$ cat src/rtl/link_tx_scheduler_pkg.sv
// Shared types and default timing constants for the inter-board link transmit scheduler.
package link_tx_scheduler_pkg;

  localparam int unsigned DEF_MSG_W       = 64;
  localparam int unsigned DEF_REFRESH_CYC = 1_000_000;
  localparam int unsigned DEF_DONE_TO_CYC = 65_536;
  localparam int unsigned DEF_MAX_RETRY   = 3;

  // Consecutive event grants allowed before a pending state frame must win.
  localparam int unsigned STREAK_MAX = 4;

  typedef enum logic [1:0] {
    TXS_IDLE,
    TXS_LOAD,
    TXS_SEND,
    TXS_WAIT
  } txs_state_t;

  typedef enum logic {
    SRC_STATE = 1'b0,
    SRC_EVT   = 1'b1
  } tx_src_t;

  // Bits needed for a counter spanning 0..n-1, never narrower than one bit.
  function automatic int unsigned cnt_w(input int unsigned n);
    return (n <= 2) ? 1 : $clog2(n);
  endfunction

endpackage

$ cat src/rtl/link_tx_scheduler_arbiter.sv
// Two-way event/state priority arbiter with anti-starvation streak counter; gnt_vld is
// combinational (same cycle as request), the granted source is registered for the load cycle.
module link_tx_arbiter
  import link_tx_scheduler_pkg::*;
(
  input  logic    clk,
  input  logic    rst,
  input  logic    arb_en,
  input  logic    evt_req,
  input  logic    state_req,
  output logic    gnt_vld,
  output tx_src_t gnt_src_q
);

  logic [2:0] streak_q, streak_d;
  tx_src_t    gnt_src, gnt_src_d;
  logic       starve;

  always_comb begin
    gnt_vld   = 1'b0;
    gnt_src   = SRC_STATE;
    gnt_src_d = gnt_src_q;
    streak_d  = streak_q;
    starve    = (streak_q >= 3'(STREAK_MAX)) && state_req;

    if (arb_en) begin
      if (evt_req && !starve) begin
        gnt_vld = 1'b1;
        gnt_src = SRC_EVT;
        if (streak_q < 3'(STREAK_MAX)) begin
          streak_d = streak_q + 3'd1;
        end
      end else if (state_req) begin
        gnt_vld  = 1'b1;
        gnt_src  = SRC_STATE;
        streak_d = '0;
      end
    end

    if (gnt_vld) begin
      gnt_src_d = gnt_src;
    end
  end

  always_ff @(posedge clk) begin
    if (rst) begin
      streak_q  <= '0;
      gnt_src_q <= SRC_STATE;
    end else begin
      streak_q  <= streak_d;
      gnt_src_q <= gnt_src_d;
    end
  end

endmodule

$ cat src/rtl/link_tx_scheduler.sv
// Shares the link between deduplicated/refreshed state frames and urgent events, one datagram at a
// time; grant-to-tx_valid is 2 cycles, holds in SEND until tx_ready and in WAIT until tx_done/timeout.
module link_tx_scheduler
  import link_tx_scheduler_pkg::*;
#(
  parameter int unsigned MSG_W       = DEF_MSG_W,
  parameter int unsigned REFRESH_CYC = DEF_REFRESH_CYC,
  parameter int unsigned DONE_TO_CYC = DEF_DONE_TO_CYC,
  parameter int unsigned MAX_RETRY   = DEF_MAX_RETRY
) (
  input  logic             clk,
  input  logic             rst,
  input  logic [MSG_W-1:0] state_data,
  input  logic             evt_valid,
  input  logic [MSG_W-1:0] evt_data,
  output logic             evt_ready,
  output logic [MSG_W-1:0] tx_data,
  output logic             tx_valid,
  input  logic             tx_ready,
  input  logic             tx_done,
  output logic             tx_src,
  output logic             link_err,
  output logic [7:0]       drop_cnt
);

  localparam int unsigned RC_W = cnt_w(REFRESH_CYC);
  localparam int unsigned TO_W = cnt_w(DONE_TO_CYC);
  localparam int unsigned RT_W = cnt_w(MAX_RETRY + 1);

  localparam logic [RC_W-1:0] REFRESH_LAST = RC_W'(REFRESH_CYC - 1);
  localparam logic [TO_W-1:0] TO_LAST      = TO_W'(DONE_TO_CYC - 1);
  localparam logic [RT_W-1:0] RETRY_LIM    = RT_W'(MAX_RETRY);

  txs_state_t       state_q, state_d;
  logic [MSG_W-1:0] tx_data_q, tx_data_d;
  logic [MSG_W-1:0] last_sent_q, last_sent_d;
  tx_src_t          tx_src_q, tx_src_d;
  logic             state_pending_q, state_pending_d;
  logic [RC_W-1:0]  refresh_cnt_q, refresh_cnt_d;
  logic [TO_W-1:0]  to_cnt_q, to_cnt_d;
  logic [RT_W-1:0]  retry_cnt_q, retry_cnt_d;
  logic             link_err_q, link_err_d;
  logic [7:0]       drop_cnt_q, drop_cnt_d;

  logic    gnt_vld;
  tx_src_t gnt_src_q;
  logic    accept;
  logic    timeout;
  logic    refresh_hit;
  logic    load_state;
  logic    load_evt;

  link_tx_arbiter u_arb (
    .clk       (clk),
    .rst       (rst),
    .arb_en    (state_q == TXS_IDLE),
    .evt_req   (evt_valid),
    .state_req (state_pending_q),
    .gnt_vld   (gnt_vld),
    .gnt_src_q (gnt_src_q)
  );

  assign accept      = (state_q == TXS_SEND) && tx_ready;
  assign timeout     = (to_cnt_q == TO_LAST);
  assign refresh_hit = (refresh_cnt_q == REFRESH_LAST);
  assign load_state  = (state_q == TXS_LOAD) && (gnt_src_q == SRC_STATE);
  assign load_evt    = (state_q == TXS_LOAD) && (gnt_src_q == SRC_EVT);

  // Transfer sequencing, timeout supervision and drop accounting.
  always_comb begin
    state_d     = state_q;
    tx_data_d   = tx_data_q;
    tx_src_d    = tx_src_q;
    to_cnt_d    = to_cnt_q;
    retry_cnt_d = retry_cnt_q;
    link_err_d  = link_err_q;
    drop_cnt_d  = drop_cnt_q;

    case (state_q)
      TXS_IDLE: begin
        if (gnt_vld) begin
          state_d = TXS_LOAD;
        end
      end
      TXS_LOAD: begin
        state_d     = TXS_SEND;
        tx_src_d    = gnt_src_q;
        tx_data_d   = load_state ? state_data : evt_data;
        retry_cnt_d = '0;
      end
      TXS_SEND: begin
        to_cnt_d = '0;
        if (accept) begin
          state_d = TXS_WAIT;
        end
      end
      TXS_WAIT: begin
        if (tx_done) begin
          state_d     = TXS_IDLE;
          retry_cnt_d = '0;
        end else if (timeout) begin
          if (retry_cnt_q < RETRY_LIM) begin
            state_d     = TXS_SEND;
            retry_cnt_d = retry_cnt_q + RT_W'(1);
          end else begin
            state_d     = TXS_IDLE;
            retry_cnt_d = '0;
            link_err_d  = 1'b1;
            if (drop_cnt_q != 8'hFF) begin
              drop_cnt_d = drop_cnt_q + 8'd1;
            end
          end
        end else begin
          to_cnt_d = to_cnt_q + TO_W'(1);
        end
      end
      default: begin
        state_d = TXS_IDLE;
      end
    endcase
  end

  // State-frame dedup and periodic refresh; pending is a single flag so expiries never queue.
  always_comb begin
    last_sent_d     = last_sent_q;
    state_pending_d = state_pending_q;
    refresh_cnt_d   = refresh_cnt_q + RC_W'(1);

    if ((accept && (tx_src_q == SRC_STATE)) || refresh_hit) begin
      refresh_cnt_d = '0;
    end

    if (load_state) begin
      last_sent_d     = state_data;
      state_pending_d = 1'b0;
    end else if ((state_data != last_sent_q) || refresh_hit) begin
      state_pending_d = 1'b1;
    end
  end

  always_ff @(posedge clk) begin
    if (rst) begin
      state_q         <= TXS_IDLE;
      tx_data_q       <= '0;
      tx_src_q        <= SRC_STATE;
      last_sent_q     <= '0;
      state_pending_q <= 1'b1;
      refresh_cnt_q   <= '0;
      to_cnt_q        <= '0;
      retry_cnt_q     <= '0;
      link_err_q      <= 1'b0;
      drop_cnt_q      <= '0;
    end else begin
      state_q         <= state_d;
      tx_data_q       <= tx_data_d;
      tx_src_q        <= tx_src_d;
      last_sent_q     <= last_sent_d;
      state_pending_q <= state_pending_d;
      refresh_cnt_q   <= refresh_cnt_d;
      to_cnt_q        <= to_cnt_d;
      retry_cnt_q     <= retry_cnt_d;
      link_err_q      <= link_err_d;
      drop_cnt_q      <= drop_cnt_d;
    end
  end

  assign evt_ready = load_evt;
  assign tx_valid  = (state_q == TXS_SEND);
  assign tx_data   = tx_data_q;
  assign tx_src    = tx_src_q;
  assign link_err  = link_err_q;
  assign drop_cnt  = drop_cnt_q;

endmodule

$ cat config.mk
export PLATFORM = sky130hd
export DESIGN_NAME = link_tx_scheduler
export DESIGN_NICKNAME = d
export VERILOG_FILES = /design/src/rtl/link_tx_scheduler_pkg.sv /design/src/rtl/link_tx_scheduler_arbiter.sv /design/src/rtl/link_tx_scheduler.sv
export SDC_FILE = /design/constraint.sdc
export NUM_CORES = 1
export LEC_CHECK = 0
export CAP_MARGIN = 10
export CORE_ASPECT_RATIO = 0.75
export CORE_MARGIN = 2
export CORE_UTILIZATION = 35
export CTS_CLUSTER_DIAMETER = 120
export DETAILED_ROUTE_END_ITERATION = 12
export PLACE_DENSITY = 0.59
export SLEW_MARGIN = 20
export SYNTH_ARGS = -nofsm -noshare
export SYNTH_HDL_FRONTEND = slang
export SYNTH_SLANG_ARGS = --single-unit
$ cat constraint.sdc
create_clock -name clk -period 6.2 [get_ports clk]
set_input_delay 1.24 -clock clk [delete_from_list [all_inputs] [get_ports clk]]
set_output_delay 1.24 -clock clk [all_outputs]
set_load 0.03 [all_outputs]
# After elaboration in Yosys (flattened, before gate mapping)

Cells that the tools add are included.

Register bits: 183
Bits of input ports: 133
Output and inout bits: 76

Add/subtract/negate cells: 5
Order comparisons: 3
Equal/unequal tests: 13
Mux-type cells: 24
Bitwise gates (word level): 4
Reductions and logical operators: 21

Operators with widths:

| kind                                           | number |
|---|---|
| 2-to-1 mux 64 bit                              | 1 |
| inequality test 64 bit                         | 1 |
| 2-to-1 mux 16 bit                              | 2 |
| case mux 16 bit (2 select lines)               | 1 |
| adder 20 x 1 -> 20 bit (second input constant) | 1 |
| equality test 20 bit (second input constant)   | 1 |
| adder 16 x 1 -> 16 bit (second input constant) | 1 |
| equality test 16 bit (second input constant)   | 1 |
| 2-to-1 mux 2 bit                               | 8 |
| 2-to-1 mux 3 bit                               | 3 |
| AND reduction 3 bit                            | 3 |
| adder 8 x 1 -> 8 bit (second input constant)   | 1 |
| inequality test 2 bit (second input constant)  | 4 |
| inequality test 8 bit (second input constant)  | 1 |
| case mux 2 bit (4 select lines)                | 1 |
| nonzero test 2 bit                             | 4 |
| 2-to-1 mux 1 bit                               | 7 |
| logical AND 1 bit                              | 6 |
| AND reduction 5 bit                            | 1 |
| equality test 2 bit (second input constant)    | 2 |
| inverter 1 bit                                 | 4 |
| case mux 2 bit (2 select lines)                | 1 |
| AND reduction 4 bit                            | 1 |
| adder 3 x 1 -> 3 bit (second input constant)   | 1 |
| other kinds (12)                               | 13 |

# Longest topological paths before layout

Word-level depth: 8
Depth in mapped cells: 7

# Cells and area by module

Synthesis repeated with hierarchy kept, for this count alone.

Cells, all modules: 990
Area total of the unflattened synthesis: 8380.5 um^2

By module, submodules not included:

| module            | instances | cells each | area each (um^2) | sequential area each (um^2) |
|---|---|---|---|---|
| link_tx_scheduler | 1         | 969        | 8185.4           | 3583.4 |
| link_tx_arbiter   | 1         | 21         | 195.2            | 80.1 |

# Worst setup path before layout

No wires, ideal clock.

Path type: input to register
From: input port state_data[53]
To: register state_pending_q
Data arrival time: 2.416 ns
Data required time: 6.078 ns
Slack: 3.662 ns
Cell stages on the path: 5
Cell sequence: xor2_1 > a221o_1 > a2111oi_0 > nand4_1 > o32a_1

Longest elaborated chain between the ends: 3

RTL lines:

| what                         | line                     | source |
|---|---|---|
| from (decl)                  | link_tx_scheduler.sv:13  | `input logic [MSG_W-1:0] state_data,` |
| inequality test 64 bit       | link_tx_scheduler.sv:136 | `end else if ((state_data != last_sent_q) \|\| refresh_hit) begin` |
| logical OR 1 bit             | link_tx_scheduler.sv:136 |  |
| nonzero test 2 bit (no line) | -                        |  |
| to (signal assigned)         | link_tx_scheduler.sv:158 | `state_pending_q <= state_pending_d;` |
| to (decl)                    | link_tx_scheduler.sv:38  | `logic state_pending_q, state_pending_d;` |

No other way between the ends.
A chain may end at the register's enable or synchronous reset.

# Worst setup path in the final report

From: register state_q[0]
To: output port evt_ready

Longest elaborated chain between the ends: 2

RTL lines:

| what                         | line                     | source |
|---|---|---|
| from (decl)                  | link_tx_scheduler.sv:34  | `txs_state_t state_q, state_d;` |
| from (signal assigned)       | link_tx_scheduler.sv:154 | `state_q <= state_d;` |
| equality test 2 x 1 -> 1 bit | link_tx_scheduler.sv:67  | `assign load_evt = (state_q == TXS_LOAD) && (gnt_src_q == SRC_EVT);` |
| logical AND 1 bit            | link_tx_scheduler.sv:67  |  |
| to (decl)                    | link_tx_scheduler.sv:16  | `output logic evt_ready,` |

No other way between the ends.

==> metrics.md <==
| Metric | Value |
|---|---|
| Status | `complete, no violations` |
| Layout Area Growth over Synthesis | `34.89%` |
| CP Launch Type | `flop` |
| Layout Nets | `1,287` |
| CTS hold repair buffers | `0` |
| Fmax | `307.0 MHz` |
| Chip width | `181.5 um` |
| DRT iter0 DRCs | `493` |
| Commonest non-fill, non-tap cell in the layout | `clkdlybuf4s50_1` |
| Clock root buffer | `clkbuf_16` |
| Delay-heaviest family, CP | `buffers and inverters` |
| DRT Wirelength | `23.79 mm` |
| Final min period | `3.258 ns` |
| Leak pwr | `3.801 nW` |
| Setup TNS Final | `0 ns` |
| Relative slew slack | `42.99%` |
| Die area | `24,890 um2` |
| Initial Util | `35.77%` |
| Commonest non-fill, non-tap cells in the layout | `clkdlybuf4s50_1, dfxtp_1, nand2_1` |
| Most used DFF post-synth | `dfxtp_1` |
| Largest net degree at the start of global routing | `89` |
| DRC Markers | `0` |
| Post-CTS Setup Inserts | `0` |
| Hold Path Class | `flop to flop` |
| Fin crit share | `52.54%` |
| Final ANT Viol Nets | `0` |
| Syn_area_per_cell | `8.509 um2` |
| DIE HEIGHT | `137.1 um` |
| DR vias/cell | `4.965` |
| RSZ-0062 raised after global routing | `no` |
| Max incr delay on CP | `0.68 ns` |
| Post-cts sizing count | `0` |
| Critical path capture point type | `output pin` |
| Synthesis Warnings | `0` |
| Overflow after GRT | `0` |
| Crit path buffers/inverters | `1` |
| HPWL after DPL | `17.10 mm` |
| Slew @ Worst Pin | `0.8486 ns` |
| Worst EP arrival | `2.02 ns` |
| Post-layout power | `3.088 mW` |
| Worst vdd ir | `0.1828 mV` |
| Register area share after synthesis | `44.30%` |
| WS Path Type | `flop to output pin` |
| Bufs on Longest Clock Path | `2` |
| Crit path max-delay cell type | `clkdlybuf4s50_1` |
| Mapped cell area | `8270 um2` |
| # setup viols final | `0` |
| Pwr/cell area | `276.8 nW/um2` |
| Async set or reset register ratio after synthesis | `0%` |
| Initial antenna violation count | `2` |
| Placed cell areas | `10,580 um2` |
| Library cells used by synthesis | `56` |
| Clk_lat worst skew | `0.43 ns` |
| Vias in the first global route | `6,787` |
| TritonCTS sink count | `183` |
| Row count | `48` |
| IO Port Bufs | `208` |
| Worst hold slack | `0.4448 ns` |
| Critical path peak fanout | `11` |
| Clock skew | `0.01556 ns` |
| Post-Layout Inst Area | `11,160 um2` |
| Cells after Synth | `972` |
| Critical-path cell list | `nor2b_4 -> and2_1 -> clkdlybuf4s50_1` |
| Final hold vios | `0` |
| EDFF count, synth | `0` |
| I/O Pins | `209` |
| Final Util | `48.25%` |
| Share of post-route cells with drive strength above 1 | `4.307%` |
| Final count of pins violating max slew | `0` |
| RD Place Congestion | `0.8215` |
| Max Cap Viol | `0` |
| Core area | `23,120 um2` |
| Vias | `7,259` |
| Fillcell total | `2,275` |
| All-layer global routing usage | `19.04%` |
| CTS tree | `built` |
| Drt wl/cell | `16.27 um` |
| TritonCTS buffer count | `17` |
| FF+latch count, synth | `183` |
| Worst EP required | `4.96 ns` |
| First-pass GRT wire length | `37.03 mm` |
| Syn Nets | `1,110` |
| H-tree levels | `4` |
| Clock slew at reported path FFs | `0.07 ns` |
| Drt pass-1 iters | `6` |
==> worst reg2reg max path, stage by stage, from the launching register on <==
cell	delay [ns]
dfxtp_1	0.54
nor2b_4	0.22
buf_4	0.40
nand2b_2	0.50
buf_4	0.43
nand2_1	0.15
a21oi_1	0.07
==> layer usage <==
metal	up-vias	routed length (um)	GRT usage, %
met5	-	13	0
met1	3335	12420	27.98
met4	2	161	3.659
met3	13	1461	5.561
li1	3727	-	-
met2	182	9738	27.52
==> synthesized netlist by cell type (3+ instances only) <==
cell | n | area (um2)
a211oi_1 | 64 | 480.5
a21oi_1 | 77 | 385.4
a32oi_1 | 3 | 26.28
and3_1 | 3 | 18.77
and4_1 | 3 | 26.28
buf_1 | 4 | 15.01
buf_2 | 4 | 20.02
clkbuf_1 | 49 | 183.9
dfxtp_1 | 183 | 3664
ha_1 | 5 | 62.56
inv_1 | 26 | 97.59
mux2i_1 | 65 | 650.6
nand2_1 | 147 | 551.8
nand2b_1 | 10 | 62.56
nand3_1 | 15 | 75.07
nand4_1 | 22 | 137.6
nor2_1 | 118 | 442.9
nor2b_1 | 5 | 31.28
nor3_1 | 16 | 80.08
nor4_1 | 14 | 87.58
o21ai_0 | 9 | 45.04
o22ai_1 | 5 | 31.28
or3_1 | 7 | 43.79
xnor2_1 | 59 | 516.8
xor2_1 | 19 | 166.4
==> where the power goes <==
part | switching, mW | internal (mW) | leakage (nW)
Combinational | 0.377 | 0.295 | 2.04
Clock | 0.489 | 0.598 | 0.270
Sequential | 0.0640 | 1.27 | 1.50
==> path summary, 6_finish.rpt <==
path,from,end,slack [ns],depth (start not counted)
max,state_q[0]$_SDFFE_PP0P_,evt_ready,2.94,3
max reg2reg,state_q[0]$_SDFFE_PP0P_,last_sent_q[28]$_SDFFE_PP0P_,3.76,6
min,refresh_cnt_q[0]$_SDFF_PP0_,refresh_cnt_q[0]$_SDFF_PP0_,0.44,1
min reg2reg,refresh_cnt_q[0]$_SDFF_PP0_,refresh_cnt_q[0]$_SDFF_PP0_,0.44,1
==> kinds of logic after synthesis <==
kind of cell    share of synthesized area, %
simple gates                           21.03
flops                                  44.30
compound gates                         13.83
buf+inv                                3.964
xor+xnor                               8.260
mux                                    7.867
fa+ha+maj                             0.7564
==> registers in the layout, summed over array words and instances (netlist names), 2 cells and up <==
name / cells
tx_data: 64
refresh_cnt_q: 20
to_cnt_q: 16
u_arb.streak_q: 3
state_q: 2
last_sent_q: 64
retry_cnt_q: 2
drop_cnt: 8
==> final cells by class <==
class / instances / area (um2) / share of cell area (%)
flip-flops and latches: 183 / 3667 / 32.87
diodes: 1 / 2.502 / 0.02243
well taps: 300 / 375.4 / 3.365
multi-input cells: 705 / 4297 / 38.52
clock inverters: 13 / 147.6 / 1.323
inverters: 26 / 97.59 / 0.8748
clock buffers: 18 / 429.2 / 3.847
repair buffers: 216 / 2140 / 19.18
==> stage by stage <==
stage                     worst slack (ns)  instances
final                                2.942       1462
after global routing                 2.854       1461
after CTS                            2.924       1461
after detailed placement             2.954       1430
after global placement               2.997       1430
after floorplan                      3.662        972
Power figures use the tool's default switching activity.
